--- src/rtl/counter_pkg.sv ---
// Shared types and helpers for the decimal up/down counter.
// Digit type, clamp of out-of-range load digits, and integer powers of ten.
package counter_pkg;

  typedef logic [3:0] bcd_digit_t;

  localparam bcd_digit_t BCD_MAX_DIGIT = 4'd9;

  function automatic bcd_digit_t bcd_clamp(input bcd_digit_t d);
    return (d > BCD_MAX_DIGIT) ? BCD_MAX_DIGIT : d;
  endfunction

  function automatic int pow10(input int n);
    int r;
    r = 1;
    for (int i = 0; i < n; i++) r = r * 10;
    return r;
  endfunction

endpackage

--- src/rtl/bcd_digit_cell.sv ---
// One decimal digit with load, carry/borrow ripple and a hold for saturation.
// Latency 1 for load/step; step_out is combinational from step_in and the digit.
module bcd_digit_cell
  import counter_pkg::*;
(
  input  logic       clock,
  input  logic       reset,
  input  logic       load,
  input  logic [3:0] load_digit,
  input  logic       step_in,
  input  logic       decrement,
  input  logic       hold,
  output logic [3:0] digit,
  output logic       step_out
);

  assign step_out = step_in & (decrement ? (digit == 4'd0) : (digit == BCD_MAX_DIGIT));

  always_ff @(posedge clock) begin
    if (reset) begin
      digit <= 4'd0;
    end else if (load) begin
      digit <= bcd_clamp(load_digit);
    end else if (step_in && !hold) begin
      if (decrement)
        digit <= (digit == 4'd0) ? BCD_MAX_DIGIT : digit - 4'd1;
      else
        digit <= (digit == BCD_MAX_DIGIT) ? 4'd0 : digit + 4'd1;
    end
  end

endmodule

--- src/rtl/bcd_updown_counter.sv ---
// DIGITS-digit decimal up/down counter with load, wrap/saturate limits and a
// binary shadow register kept in step with the BCD digits (latency 1, no backpressure).
module bcd_updown_counter
  import counter_pkg::*;
#(
  parameter int DIGITS   = 4,
  parameter bit SATURATE = 1'b0,
  parameter int BIN_W    = $clog2(10**DIGITS)
) (
  input  logic                  clock,
  input  logic                  reset,
  input  logic                  enable,
  input  logic                  decrement,
  input  logic                  load,
  input  logic [4*DIGITS-1:0]   load_bcd,
  output logic [4*DIGITS-1:0]   bcd,
  output logic [BIN_W-1:0]      binout,
  output logic                  wrap,
  output logic                  at_zero,
  output logic                  at_max
);

  localparam logic [4*DIGITS-1:0] MAX_BCD = {DIGITS{4'h9}};
  localparam logic [BIN_W-1:0]    MAX_BIN = BIN_W'(pow10(DIGITS) - 1);

  // step[i] is the carry/borrow into digit i; step[DIGITS] fires only when
  // an enabled step is taken at the limit, which is exactly the wrap event.
  logic [DIGITS:0]  step;
  logic             limit_step;
  logic             hold;
  logic [BIN_W-1:0] load_bin;

  assign step[0]    = enable;
  assign limit_step = step[DIGITS];
  assign hold       = SATURATE & limit_step;

  for (genvar g = 0; g < DIGITS; g++) begin : g_digit
    bcd_digit_cell u_digit (
      .clock      (clock),
      .reset      (reset),
      .load       (load),
      .load_digit (load_bcd[4*g +: 4]),
      .step_in    (step[g]),
      .decrement  (decrement),
      .hold       (hold),
      .digit      (bcd[4*g +: 4]),
      .step_out   (step[g+1])
    );
  end

  assign at_zero = (bcd == '0);
  assign at_max  = (bcd == MAX_BCD);

  always_comb begin
    load_bin = '0;
    for (int i = 0; i < DIGITS; i++)
      load_bin = load_bin + BIN_W'(bcd_clamp(load_bcd[4*i +: 4])) * BIN_W'(pow10(i));
  end

  always_ff @(posedge clock) begin
    if (reset) begin
      binout <= '0;
      wrap   <= 1'b0;
    end else if (load) begin
      binout <= load_bin;
      wrap   <= 1'b0;
    end else begin
      wrap <= limit_step;
      if (enable && !hold) begin
        if (decrement)
          binout <= (binout == '0) ? MAX_BIN : binout - 1'b1;
        else
          binout <= (binout == MAX_BIN) ? '0 : binout + 1'b1;
      end
    end
  end

endmodule

--- config.mk ---
export PLATFORM = sky130hd
export DESIGN_NAME = bcd_updown_counter
export DESIGN_NICKNAME = d
export VERILOG_FILES = /design/src/rtl/counter_pkg.sv /design/src/rtl/bcd_digit_cell.sv /design/src/rtl/bcd_updown_counter.sv
export SDC_FILE = /design/constraint.sdc
export NUM_CORES = 1
export LEC_CHECK = 0
export CAP_MARGIN = 15
export CORE_ASPECT_RATIO = 2
export CORE_MARGIN = 8
export CORE_UTILIZATION = 30
export CTS_BUF_LIST = sky130_fd_sc_hd__clkbuf_2 sky130_fd_sc_hd__clkbuf_4 sky130_fd_sc_hd__clkbuf_8
export DETAILED_ROUTE_END_ITERATION = 10
export PLACE_DENSITY = 0.5
export SLEW_MARGIN = 10
export SYNTH_ARGS = -nofsm -noshare
export SYNTH_HDL_FRONTEND = slang
export SYNTH_SLANG_ARGS = --single-unit
--- constraint.sdc ---
create_clock -name clock -period 5.4 [get_ports clock]
set_clock_uncertainty 0.15 [all_clocks]
set_input_delay 0.81 -clock clock [delete_from_list [all_inputs] [get_ports clock]]
set_output_delay 0.81 -clock clock [all_outputs]
set_load 0.05 [all_outputs]
# ---- Word level (Yosys, flattened, before mapping)
# Cells that the tools add are included.
dict set report classes {
  n_addsub 13
  n_mul 3
  n_lt_le_gt_ge 4
  n_eq_ne 6
  muxes 33
  bitwise_logic 4
  n_reduce_logical 11
}
# cell n
set op_table {}
lappend op_table {{$mux W4} 24}
lappend op_table {{$mux W14} 5}
lappend op_table {{$add A4 B1 Y4 const B} 4}
lappend op_table {{$eq A16 B16 Y1 const B} 1}
lappend op_table {{$eq A4 B4 Y1 const B} 4}
lappend op_table {{$gt A4 B4 Y1 const B} 4}
lappend op_table {{$logic_not A16 Y1} 1}
lappend op_table {{$logic_not A4 Y1} 4}
lappend op_table {{$sub A4 B1 Y4 const B} 4}
lappend op_table {{$add A12 B14 Y14} 1}
lappend op_table {{$add A14 B1 Y14 const B} 1}
lappend op_table {{$eq A14 B14 Y1 const B} 1}
lappend op_table {{$logic_not A14 Y1} 1}
lappend op_table {{$sub A14 B1 Y14 const B} 1}
lappend op_table {{$add A9 B11 Y12} 1}
lappend op_table {{$mul A4 B7 Y11 const B} 1}
lappend op_table {{$add A4 B8 Y9} 1}
lappend op_table {{$mul A4 B5 Y9 const B} 1}
lappend op_table {{$reduce_bool A2 Y1} 4}
lappend op_table {{$mul A4 B3 Y7 const B} 1}
lappend op_table {{$and A1 B1 Y1} 4}
lappend op_table {{$mux W1} 4}
lappend op_table {{$reduce_or A2 Y1} 1}
dict set report word_totals {
  regBits 31
  input_bits 21
  output_inout_bits 33
  elab_cells 80
}

# ---- Logic depth before layout (Yosys ltp)
# Gate-level depths: netlist (run 1).
dict set report depth {
  word_depth 7
  depth_mapped 20
  ltp_nobuf 20
}

# ---- Modules after synthesis
# From an unflattened synthesis (run 1), not the netlist that was laid out.
dict set report hier_totals {
  hier_cells 585
  area_unflattened_um2 4559.4
}
# module instances cells_per_inst area_per_inst_um2 seq_area_each_um2
set by_module_without_submodules {}
lappend by_module_without_submodules {bcd_updown_counter 1 397 3042.9 300.3}
lappend by_module_without_submodules {bcd_digit_cell 4 47 379.1 80.1}

# ---- Least setup slack after synthesis (run 1)
# No wires, ideal clock.
dict set report synth_timing {
  path_type {input -> register}
  startpoint {input load_bcd[15]}
  endpoint {register binout[13]}
  setup_ns 0.103
  t_arrival_ns 4.803
  required_time_ns 5.147
  path_slack_ns 0.344
  stages 19
  n_path_buf 0
  path_cell_list {or2_2 -> ha_1 -> inv_1 -> fa_1 -> inv_1 -> ha_1 -> nor2b_1 -> o21ai_0 -> nand2_1 -> xnor2_1 -> ha_1 -> ha_1 -> ha_1 -> nand3_1 -> nand2_1 -> or3_1 -> o221ai_1 -> xnor2_1 -> a2111oi_2}
}
dict set report synth_between {
  elab_chain_len 5
}
# item line_no
set synth_lines {}
lappend synth_lines {{from (decl)} bcd_updown_counter.sv:15} ;# input logic [4*DIGITS-1:0] load_bcd,
lappend synth_lines {{$gt A4 B4 Y1} counter_pkg.sv:10} ;# return (d > BCD_MAX_DIGIT) ? BCD_MAX_DIGIT : d;
lappend synth_lines {{$mux W4 *} counter_pkg.sv:10}
lappend synth_lines {{$mul A4 B7 Y11 *} bcd_updown_counter.sv:57} ;# load_bin = load_bin + BIN_W'(bcd_clamp(load_bcd[4*i +: 4])) * BIN_W'(pow10(i));
lappend synth_lines {{$add A12 B14 Y14 *} bcd_updown_counter.sv:57}
lappend synth_lines {{$mux W14 *} bcd_updown_counter.sv:64} ;# end else if (load) begin
lappend synth_lines {{to (signal assigned)} bcd_updown_counter.sv:65} ;# binout <= load_bin;
lappend synth_lines {{to (signal assigned)} bcd_updown_counter.sv:71} ;# binout <= (binout == '0) ? MAX_BIN : binout - 1'b1;
lappend synth_lines {{to (signal assigned)} bcd_updown_counter.sv:73} ;# binout <= (binout == MAX_BIN) ? '0 : binout + 1'b1;
lappend synth_lines {{to (decl)} bcd_updown_counter.sv:17} ;# output logic [BIN_W-1:0] binout,
# Every way passes the cells marked *; elsewhere a longest branch is shown, timed or not.
# A chain may end at the register's enable or synchronous reset.

# ---- Final worst setup path (run 1)
dict set report layout_timing {
  startpoint {input load_bcd[14]}
  endpoint {register binout[12]}
}
# Same word-level chain as after synthesis.

==> flow_summary.json, run 1 <==
{
  "synth-xor-area-share": 0.0588,
  "drive_gt1_frac": 0.106,
  "post_synth_inst_count": 582,
  "yosys_most_used_dff": "sky130_fd_sc_hd__dfxtp_1",
  "cts_inserted_buffers": 5,
  "cap_viol_max_count": 0,
  "crit_fanout": 3,
  "numClockSinks": 31,
  "worst-slew-pin-transition_ps": 902,
  "synth_enable_flop_cells": 0,
  "vias_in_the_first_global_route": 4201,
  "gp_routability_congestion": 0.853,
  "setup_violations": 0,
  "die_y_um": 186,
  "cts_tree": "done",
  "die_width_um": 101,
  "critPathRequiredTime_ps": 5450,
  "r2r_setup_slack_ps": 2530,
  "timing.rr.start": "binout[1]",
  "grt.total_usage": 0.142,
  "row_count": 62,
  "port_buffers": 53,
  "netlist.area_leader.share": 0.145,
  "dr.first_iter.drc_count": 258,
  "yosysTopAreaCell": "sky130_fd_sc_hd__ha_1",
  "clk_pin_slew_worst_paths_ps": 70,
  "period_utilization_post_route": 0.939,
  "num_io_pins": 54,
  "power_density_nw_per_um2": 342,
  "ys_ff_latch": 31,
  "timing_worst_setup_path_type": "primary input to flip-flop",
  "slew_headroom": 0.398,
  "yosysWarnings": 0,
  "largest_net_degree_at_the_start_of_global_routing": 38,
  "p_total_mw": 1.82,
  "initial_utilization": 0.305,
  "timing.critical_path.arrival_ps": 5120,
  "worst_reg2reg_path_length_in_cells": 8,
  "synthMuxAreaShare": 0.0168,
  "final_nets": 719,
  "hold_class": "flip-flop to flip-flop",
  "outcome": "complete, no violations",
  "antenna_found_initial": 1,
  "totalNegativeSetupSlack_ps": 0,
  "finalWirelength_um": 13000,
  "maxClockFrequency_mhz": 197,
  "netlist_top_cells_area": "sky130_fd_sc_hd__ha_1, sky130_fd_sc_hd__dfxtp_1, sky130_fd_sc_hd__fa_1",
  "worst_setup_path_end_kind": "flip-flop",
  "compound_cell_area_share_of_the_yosys_netlist": 0.232,
  "netlist-cell-type-count": 73,
  "sequential_cell_area_fraction_in_the_yosys_report": 0.144,
  "htree_num_levels": 2,
  "timing_hold_violations_final": 0,
  "first_drt_pass_iteration_count": 4,
  "setup.worst_path.start_class": "primary input",
  "detail_route.drc_violations": 0,
  "avgViaCountPerCell": 5.16,
  "worst_voltage_drop_across_the_vdd_grid_mv": 0.142,
  "cts-hold-fix-buffers": 0,
  "clkLatencyLatePin_ps": 300,
  "maxSlewViolCount": 0,
  "synth_simple_gate_area_frac": 0.256,
  "post_layout_min_period_ps": 5070,
  "avgRoutedWirePerCell_um": 15.8,
  "rsz_0062_raised_after_global_routing": "false",
  "finalCoreUtilization": 0.374,
  "setup.worst_path.start": "load_bcd[14]",
  "grt_first_pass_wirelength_um": 21400,
  "die_area_um2": 18700,
  "leakage_nw": 2.27,
  "mappedNetlistArea_um2": 4320,
  "area_growth_syn_to_layout_pct": 22.9,
  "ant_nets": 0,
  "globalRoute.totalOverflow": 0,
  "n_fill_cell": 1531,
  "synth.avg_cell_area_um2": 7.43,
  "async_flop_share": 0,
  "dr_total_vias": 4260,
  "synth_top_family_by_area": "simple AND/OR/NAND/NOR gates",
  "crit-reg2reg-capture": "binout[12]",
  "antenna-diode-count": 0,
  "clk_root_buffer_cell": "sky130_fd_sc_hd__clkbuf_8",
  "placeableCoreArea_um2": 14200,
  "critical_path.endpoint": "binout[12]",
  "synth-adder-area-share": 0.210,
  "sum_of_net_half_perimeters_after_detailed_placement_um": 10100,
  "clock_tree.buffer_depth": 2,
  "syn-num-nets": 667
}
==> kinds of logic after synthesis <==
| group | count (synthesis) |
|---|---|
| AOI/OAI and AO/OA | 145 |
| xor gates and xnor gates | 29 |
| adders and majority gates | 64 |
| buffers and inverters | 92 |
| DFF | 31 |
| muxes | 7 |
| other | 1 |
| and+or+nand+nor | 213 |
==> final cells by class <==
type                            count  area (um^2)  share of cell area
Clock buffer                        6         82.6              0.0155
Tap cell                          192          240              0.0452
Timing Repair Buffer               87          788               0.148
Sequential cell                    31          621               0.117
Inverter                           50          188              0.0353
Multi-Input combinational cell    459         3390               0.638
Clock inverter                      1         5.00            0.000942
==> how the worst min path moves through the flow <==
stage,startpoint,end,slack (ps),cells after the start
after floorplan,binout[5],binout[5],590,2
after global placement,binout[5],binout[5],420,2
after detailed placement,binout[5],binout[5],430,2
after CTS,binout[5],binout[5],450,2
after global routing,binout[5],binout[5],490,2
final,binout[5],binout[5],450,2
==> layer usage <==
metal | GRT usage | wire, um | up-vias
li1 | - | - | 2176
met1 | 0.170 | 5660 | 1957
met2 | 0.248 | 6480 | 109
met3 | 0.0214 | 539 | 18
met4 | 0.0518 | 363 | 0
met5 | 0 | 0 | -
==> power by group <==
part | internal (mW) | switching (mW) | total, mW
Sequential | 0.268 | 0.0980 | 0.366
Clock | 0.100 | 0.100 | 0.201
Combinational | 0.579 | 0.672 | 1.25
Total | 0.947 | 0.870 | 1.82
==> synth_stat cells (10+ instances only) <==
master and count:
sky130_fd_sc_hd__ha_1 50, sky130_fd_sc_hd__inv_1 50, sky130_fd_sc_hd__nor2_1 49, sky130_fd_sc_hd__nand2_1 41, sky130_fd_sc_hd__clkbuf_1 34, sky130_fd_sc_hd__a21oi_1 33, sky130_fd_sc_hd__o21ai_0 32, sky130_fd_sc_hd__dfxtp_1 31
sky130_fd_sc_hd__nor3_1 19, sky130_fd_sc_hd__xnor2_1 19, sky130_fd_sc_hd__nand3_1 17, sky130_fd_sc_hd__nor2b_1 15, sky130_fd_sc_hd__a31oi_1 14, sky130_fd_sc_hd__fa_1 14, sky130_fd_sc_hd__nand2b_1 13, sky130_fd_sc_hd__nand4_1 12
sky130_fd_sc_hd__xor2_1 10
==> cells in the final DEF (no fill, tap or decap), types with 6 or more instances in the layout <==
cell / n
sky130_fd_sc_hd__a21oi_1: 32
sky130_fd_sc_hd__and3_1: 6
sky130_fd_sc_hd__clkbuf_8: 6
sky130_fd_sc_hd__or3_1: 8
sky130_fd_sc_hd__nand2b_1: 13
sky130_fd_sc_hd__nand4_1: 12
sky130_fd_sc_hd__ha_1: 48
sky130_fd_sc_hd__a31oi_1: 14
sky130_fd_sc_hd__nand3_1: 17
sky130_fd_sc_hd__nor3_1: 19
sky130_fd_sc_hd__inv_1: 50
sky130_fd_sc_hd__clkdlybuf4s50_1: 52
sky130_fd_sc_hd__or2_2: 6
sky130_fd_sc_hd__nor2_1: 49
sky130_fd_sc_hd__dfxtp_1: 31
sky130_fd_sc_hd__nand2_1: 41
sky130_fd_sc_hd__xor2_1: 10
sky130_fd_sc_hd__buf_4: 34
sky130_fd_sc_hd__a211oi_1: 6
sky130_fd_sc_hd__xnor2_1: 18
sky130_fd_sc_hd__fa_1: 14
sky130_fd_sc_hd__o21a_1: 6
sky130_fd_sc_hd__o21ai_0: 31
sky130_fd_sc_hd__nor2b_1: 15
==> sequential cells by signal, indices dropped and copies added, names as in the netlist <==
register,count
binout,14
g_digit.u_digit.digit,16
wrap,1
==> stage by stage <==
stage | instance area [um^2] | cells | setup slack, ps | hold slack [ps]
after floorplan | 4320 | 582 | 344 | 591
after global placement | 5180 | 819 | -141 | 424
after detailed placement | 5180 | 819 | -208 | 435
after CTS | 5270 | 826 | 100 | 448
after global routing | 5310 | 826 | 62.4 | 493
final | 5310 | 826 | 331 | 447
==> worst max-delay path: stages <==
cell and delay, ps:
sky130_fd_sc_hd__clkdlybuf4s50_1 430, sky130_fd_sc_hd__or2_2 300, sky130_fd_sc_hd__ha_1 300, sky130_fd_sc_hd__inv_1 70
sky130_fd_sc_hd__fa_1 500, sky130_fd_sc_hd__inv_1 40, sky130_fd_sc_hd__ha_1 290, sky130_fd_sc_hd__nor2b_1 130
sky130_fd_sc_hd__o21ai_1 160, sky130_fd_sc_hd__nand2_1 110, sky130_fd_sc_hd__xnor2_2 140, sky130_fd_sc_hd__ha_1 180
sky130_fd_sc_hd__ha_1 310, sky130_fd_sc_hd__ha_4 260, sky130_fd_sc_hd__buf_4 130, sky130_fd_sc_hd__and3_1 180
sky130_fd_sc_hd__buf_4 130, sky130_fd_sc_hd__a31oi_1 190, sky130_fd_sc_hd__xor2_1 130, sky130_fd_sc_hd__a2111oi_2 350
==> repair_timing <==
item                       in CTS  in global routing
buffers inserted                0                  0
gates resized for setup         0                  7
setup endpoints to repair       0                  2
No activity file was read; power rests on OpenSTA's default activity.
==> inputs of run 2 (changes only) <==
--- a/config.mk
+++ b/config.mk
@@ -5,9 +5,10 @@
 export SDC_FILE = /design/constraint.sdc
 export NUM_CORES = 1
 export LEC_CHECK = 0
+export ABC_AREA = 0
 export CAP_MARGIN = 15
 export CORE_ASPECT_RATIO = 2
-export CORE_MARGIN = 8
+export CORE_MARGIN = 4
 export CORE_UTILIZATION = 30
 export CTS_BUF_LIST = sky130_fd_sc_hd__clkbuf_2 sky130_fd_sc_hd__clkbuf_4 sky130_fd_sc_hd__clkbuf_8
 export DETAILED_ROUTE_END_ITERATION = 10
==> flow_summary.json, run 2 (same netlist as run 1, synthesis figures left out) <==
{
  "hold_class": "flip-flop to flip-flop",
  "dpl-instance-area_um2": 5160,
  "detail_route.drc_violations": 0,
  "gp_routability_congestion": 0.848,
  "die_y_um": 178,
  "largest-register": "g_digit.u_digit.digit",
  "grt.total_usage": 0.164,
  "layout.cells.most_common_list": "sky130_fd_sc_hd__clkdlybuf4s50_1, sky130_fd_sc_hd__inv_1, sky130_fd_sc_hd__nor2_1, sky130_fd_sc_hd__ha_1, sky130_fd_sc_hd__nand2_1",
  "die_area_um2": 16500,
  "die_width_um": 92.9,
  "clkLatencyLatePin_ps": 300,
  "vias_in_the_first_global_route": 4440,
  "ant_nets": 0,
  "grt_first_pass_wirelength_um": 21900,
  "avgRoutedWirePerCell_um": 16.5,
  "maxClockFrequency_mhz": 192,
  "met1_track_demand_over_resource_in_global_routing": 0.173,
  "timing_worst_setup_path_type": "primary input to flip-flop",
  "placeableCoreArea_um2": 14000,
  "finalWirelength_um": 13600,
  "worstHoldPathCells": 2,
  "setup.worst_path.start_class": "primary input",
  "numClockSinks": 31,
  "first_drt_pass_iteration_count": 5,
  "critPathRequiredTime_ps": 5440,
  "slew_headroom": 0.422,
  "fin_area_um2": 5340,
  "antenna_found_initial": 0,
  "largest_net_degree_at_the_start_of_global_routing": 37,
  "cts_inserted_buffers": 5,
  "cts_tree": "done",
  "htree_num_levels": 2,
  "clk_root_buffer_cell": "sky130_fd_sc_hd__clkbuf_8",
  "period_utilization_post_route": 0.965,
  "final_nets": 718,
  "dr_total_vias": 4450,
  "cts-hold-fix-buffers": 0,
  "antenna-diode-count": 0,
  "worst_setup_path_end_kind": "flip-flop",
  "port_buffers": 53,
  "row_count": 61,
  "outcome": "complete, no violations",
  "timing.critical_path.arrival_ps": 5250,
  "worst-slew-pin-transition_ps": 866,
  "timing.hold.ws_ps": 451,
  "globalRoute.totalOverflow": 0,
  "post_layout_min_period_ps": 5210,
  "dr.first_iter.drc_count": 201,
  "crit_fanout": 4,
  "worst_voltage_drop_across_the_vdd_grid_mv": 0.120,
  "num_io_pins": 54,
  "power_density_nw_per_um2": 350,
  "finalCoreUtilization": 0.380,
  "clk_pin_slew_worst_paths_ps": 70,
  "setup_violations": 0,
  "initial_utilization": 0.308,
  "largest_register_ff_count": 16,
  "sum_of_net_half_perimeters_after_detailed_placement_um": 10700,
  "use_met3": 0.0132,
  "drive_gt1_frac": 0.114,
  "largestRegisters": "g_digit.u_digit.digit: 16 flops, binout: 14 flops, wrap: 1 flops",
  "timing_hold_violations_final": 0,
  "area_growth_syn_to_layout_pct": 23.4,
  "r2r_setup_slack_ps": 2430,
  "cap_viol_max_count": 0,
  "maxSlewViolCount": 0,
  "leakage_nw": 2.26,
  "layout_commonest_cell": "sky130_fd_sc_hd__clkdlybuf4s50_1",
  "worst_reg2reg_path_length_in_cells": 8,
  "avgViaCountPerCell": 5.41,
  "rsz_0062_raised_after_global_routing": "true",
  "top_usage_layer": "met2",
  "met2_usage": 0.322,
  "clock_tree.buffer_depth": 2,
  "totalNegativeSetupSlack_ps": 0
}
## run 2: through the flow
| step | instances | worst slack [ps] | power [mW] |
|---|---|---|---|
| final | 823 | 191 | 1.87 |
| after global routing | 823 | -42.0 | 2.02 |
| after CTS | 822 | 34.1 | 1.84 |
| after detailed placement | 814 | -252 | 1.57 |
| after global placement | 814 | -146 | 1.55 |
| after floorplan | 582 | 344 | 1.21 |
## run 2: worst max-delay path, stage by stage
cell,delay (ps)
sky130_fd_sc_hd__clkdlybuf4s50_1,450
sky130_fd_sc_hd__or2_2,320
sky130_fd_sc_hd__ha_1,290
sky130_fd_sc_hd__inv_1,70
sky130_fd_sc_hd__fa_1,490
sky130_fd_sc_hd__inv_1,40
sky130_fd_sc_hd__ha_1,300
sky130_fd_sc_hd__nor2b_1,140
sky130_fd_sc_hd__o21ai_1,170
sky130_fd_sc_hd__nand2_1,90
sky130_fd_sc_hd__xnor2_1,130
sky130_fd_sc_hd__ha_1,290
sky130_fd_sc_hd__ha_1,340
sky130_fd_sc_hd__ha_4,180
sky130_fd_sc_hd__a21oi_2,130
sky130_fd_sc_hd__nand2_1,70
sky130_fd_sc_hd__or3_1,320
sky130_fd_sc_hd__o221ai_2,150
sky130_fd_sc_hd__xnor2_1,100
sky130_fd_sc_hd__a2111oi_2,360
## run 2: final timing paths
| kind | from | endpoint |
|---|---|---|
| max reg2reg | binout[1] | binout[12] |
| min reg2reg | binout[5] | binout[5] |
| max | load_bcd[15] | binout[13] |
| min | binout[5] | binout[5] |
## run 2: what timing repair did
action | in CTS | in global routing
setup buffers | 0 | 1
setup endpoints to repair | 0 | 2
resized for setup | 0 | 11
## run 2: per-layer routing
| layer | vias up | share of wire | wire length (um) |
|---|---|---|---|
| met3 | 23 | 0.043 | 582 |
| li1 | 2181 | - | - |
| met1 | 2120 | 0.37 | 5090 |
| met2 | 126 | 0.55 | 7480 |
| met5 | - | 0 | 0 |
| met4 | 0 | 0.032 | 430 |
## run 2: area by class of cell
type	count	area [um^2]
clock buffer	6	82.6
clock inverter	2	35.0
fill	1541	8710
inverter	50	188
multi-input combinational	459	3400
sequential	31	621
tap	189	236
timing repair buffer	86	778
## run 2: power breakdown
| group | internal [mW] | switching [mW] | total (mW) |
|---|---|---|---|
| combinational | 0.558 | 0.690 | 1.25 |
| clock | 0.149 | 0.0998 | 0.249 |
| sequential | 0.268 | 0.101 | 0.368 |
| total | 0.975 | 0.890 | 1.87 |
==> inputs of run 3 (changes only) <==
--- a/config.mk
+++ b/config.mk
@@ -11,8 +11,10 @@
 export CORE_MARGIN = 4
 export CORE_UTILIZATION = 30
 export CTS_BUF_LIST = sky130_fd_sc_hd__clkbuf_2 sky130_fd_sc_hd__clkbuf_4 sky130_fd_sc_hd__clkbuf_8
+export CTS_CLUSTER_SIZE = 12
 export DETAILED_ROUTE_END_ITERATION = 10
-export PLACE_DENSITY = 0.5
+export PLACE_DENSITY = 0.52
+export SKIP_CTS_REPAIR_TIMING = 1
 export SLEW_MARGIN = 10
 export SYNTH_ARGS = -nofsm -noshare
 export SYNTH_HDL_FRONTEND = slang
==> constraint.sdc (replaced) <==
create_clock -name clock -period 4.4 [get_ports clock]
set_clock_uncertainty 0.15 [all_clocks]
set_input_delay 0.66 -clock clock [delete_from_list [all_inputs] [get_ports clock]]
set_output_delay 0.66 -clock clock [all_outputs]
set_load 0.05 [all_outputs]
==> flow_summary.json, run 3 (same netlist as run 1, synthesis figures left out) <==
{
  "antenna-diode-count": 0,
  "timing_hold_violations_final": 0,
  "clk_pin_slew_worst_paths_ps": 70,
  "worst-slew-pin-transition_ps": 850,
  "setup.worst_path.start_class": "primary input",
  "outcome": "complete, but fails checks",
  "ant_nets": 0,
  "clk_root_buffer_cell": "sky130_fd_sc_hd__clkbuf_8",
  "setup_violations": 1,
  "period_utilization_post_route": 1.00,
  "worst_setup_path_end_kind": "flip-flop",
  "worst_voltage_drop_across_the_vdd_grid_mv": 0.220,
  "timing_worst_setup_path_type": "primary input to flip-flop",
  "detail_route.drc_violations": 0,
  "port_buffers": 53,
  "rsz_0062_raised_after_global_routing": "true",
  "cp_common_cell": "sky130_fd_sc_hd__ha_4",
  "largest_net_degree_at_the_start_of_global_routing": 34,
  "power_density_nw_per_um2": 446,
  "placeableCoreArea_um2": 14000,
  "area_growth_syn_to_layout_pct": 38.0,
  "crit_fanout": 4,
  "grt_first_pass_wirelength_um": 21900,
  "die_y_um": 178,
  "largest_register_ff_count": 16,
  "cell_by_cell_listing_of_the_critical_path": "buf_8 -> nand2b_4 -> inv_4 -> ha_4 -> inv_2 -> fa_2 -> inv_2 -> ha_4 -> a21o_1 -> and4b_1 -> nor3_2 -> xnor2_2 -> ha_4 -> ha_4 -> buf_4 -> and3_4 -> or3_4 -> o221ai_4 -> xnor2_2 -> a2111oi_2",
  "largest-register": "g_digit.u_digit.digit",
  "post_layout_min_period_ps": 4410,
  "cts_tree": "done",
  "num_io_pins": 54,
  "row_count": 61,
  "sum_of_net_half_perimeters_after_detailed_placement_um": 10900,
  "clkLatencyLatePin_ps": 290,
  "layout.cells.most_common_list": "sky130_fd_sc_hd__buf_4, sky130_fd_sc_hd__nor2_1, sky130_fd_sc_hd__inv_1, sky130_fd_sc_hd__clkdlybuf4s50_1, sky130_fd_sc_hd__nand2_1",
  "numClockSinks": 31,
  "largestRegisters": "g_digit.u_digit.digit: 16 flops, binout: 14 flops, wrap: 1 flops",
  "die_width_um": 92.9,
  "place_ws_ps": -907,
  "finalWirelength_um": 13800,
  "hold_class": "flip-flop to flip-flop",
  "maxClockFrequency_mhz": 227,
  "initial_utilization": 0.308,
  "antenna_found_initial": 0,
  "clock_tree.buffer_depth": 2,
  "failed_checks": "negative setup slack",
  "globalRoute.totalOverflow": 0,
  "slew_headroom": 0.433,
  "avgViaCountPerCell": 5.36,
  "timing.hold.ws_ps": 446,
  "cap_viol_max_count": 0,
  "cts_inserted_buffers": 5,
  "avgRoutedWirePerCell_um": 16.1,
  "htree_num_levels": 2,
  "dr_total_vias": 4572,
  "gp_routability_congestion": 0.894,
  "timing.critical_path.arrival_ps": 4440,
  "layout_commonest_cell": "sky130_fd_sc_hd__buf_4",
  "maxSlewViolCount": 0,
  "grt.total_usage": 0.165,
  "timing.final.ws_setup_ps": -11.7,
  "first_drt_pass_iteration_count": 5,
  "drive_gt1_frac": 0.224,
  "slowest_stage": "sky130_fd_sc_hd__fa_2",
  "die_area_um2": 16500,
  "crit_path_max_incr_delay_ps": 570,
  "leakage_nw": 2.52,
  "final_nets": 748,
  "dr.first_iter.drc_count": 207,
  "critPathRequiredTime_ps": 4430,
  "vias_in_the_first_global_route": 4484
}
==> run 3: final timing paths <==
| kind | start | end | slack, ps | cells after the start |
|---|---|---|---|---|
| worst max register to register | binout[1] | binout[7] | 1520 | 7 |
| worst min-delay path | binout[5] | binout[5] | 450 | 2 |
| worst max-delay path | load_bcd[15] | binout[13] | -10 | 20 |
| worst min register to register | binout[5] | binout[5] | 450 | 2 |
==> run 3: worst max-delay path: cells and delay by family <==
family	cells	cell delay [ps]
xor+xnor	2	250
buf+inv	5	350
fa+ha+maj	5	1510
compound gates	3	590
simple gates	5	1080
==> run 3: per-stage QoR <==
stage	total power [mW]	cell area, um^2	TNS (ps)	utilization	std cells
global placement	2.05	5460	-3570	0.388	837
finish	2.66	5970	-11.7	0.425	853
floorplan	1.58	4450	-121	-	582
global route	2.88	5970	-385	0.425	853
CTS	2.40	5570	-2240	0.397	845
detailed placement	2.09	5460	-4280	0.388	837
==> run 3: metal layers <==
metal  wire [um]  track usage  vias to the layer above
met2        7730        0.325                      101
li1            -            -                     2241
met4         490       0.0673                        0
met3         410       0.0136                       27
met1        5130        0.173                     2203
met5           0            0                        -
==> run 3: layout make-up <==
type / count / area, um^2
tap: 189 / 236
fill: 1476 / 8080
inverter: 50 / 193
multi-input combinational: 459 / 3770
timing repair buffer: 116 / 1020
sequential: 31 / 621
clock buffer: 6 / 82.6
clock inverter: 2 / 35.0
==> run 3: power breakdown <==
| group | total [mW] | leakage (nW) | internal, mW | switching [mW] |
|---|---|---|---|---|
| clock | 0.300 | 0.0612 | 0.183 | 0.116 |
| sequential | 0.452 | 0.257 | 0.328 | 0.123 |
| combinational | 1.91 | 2.21 | 0.935 | 0.975 |
| total | 2.66 | 2.52 | 1.45 | 1.21 |
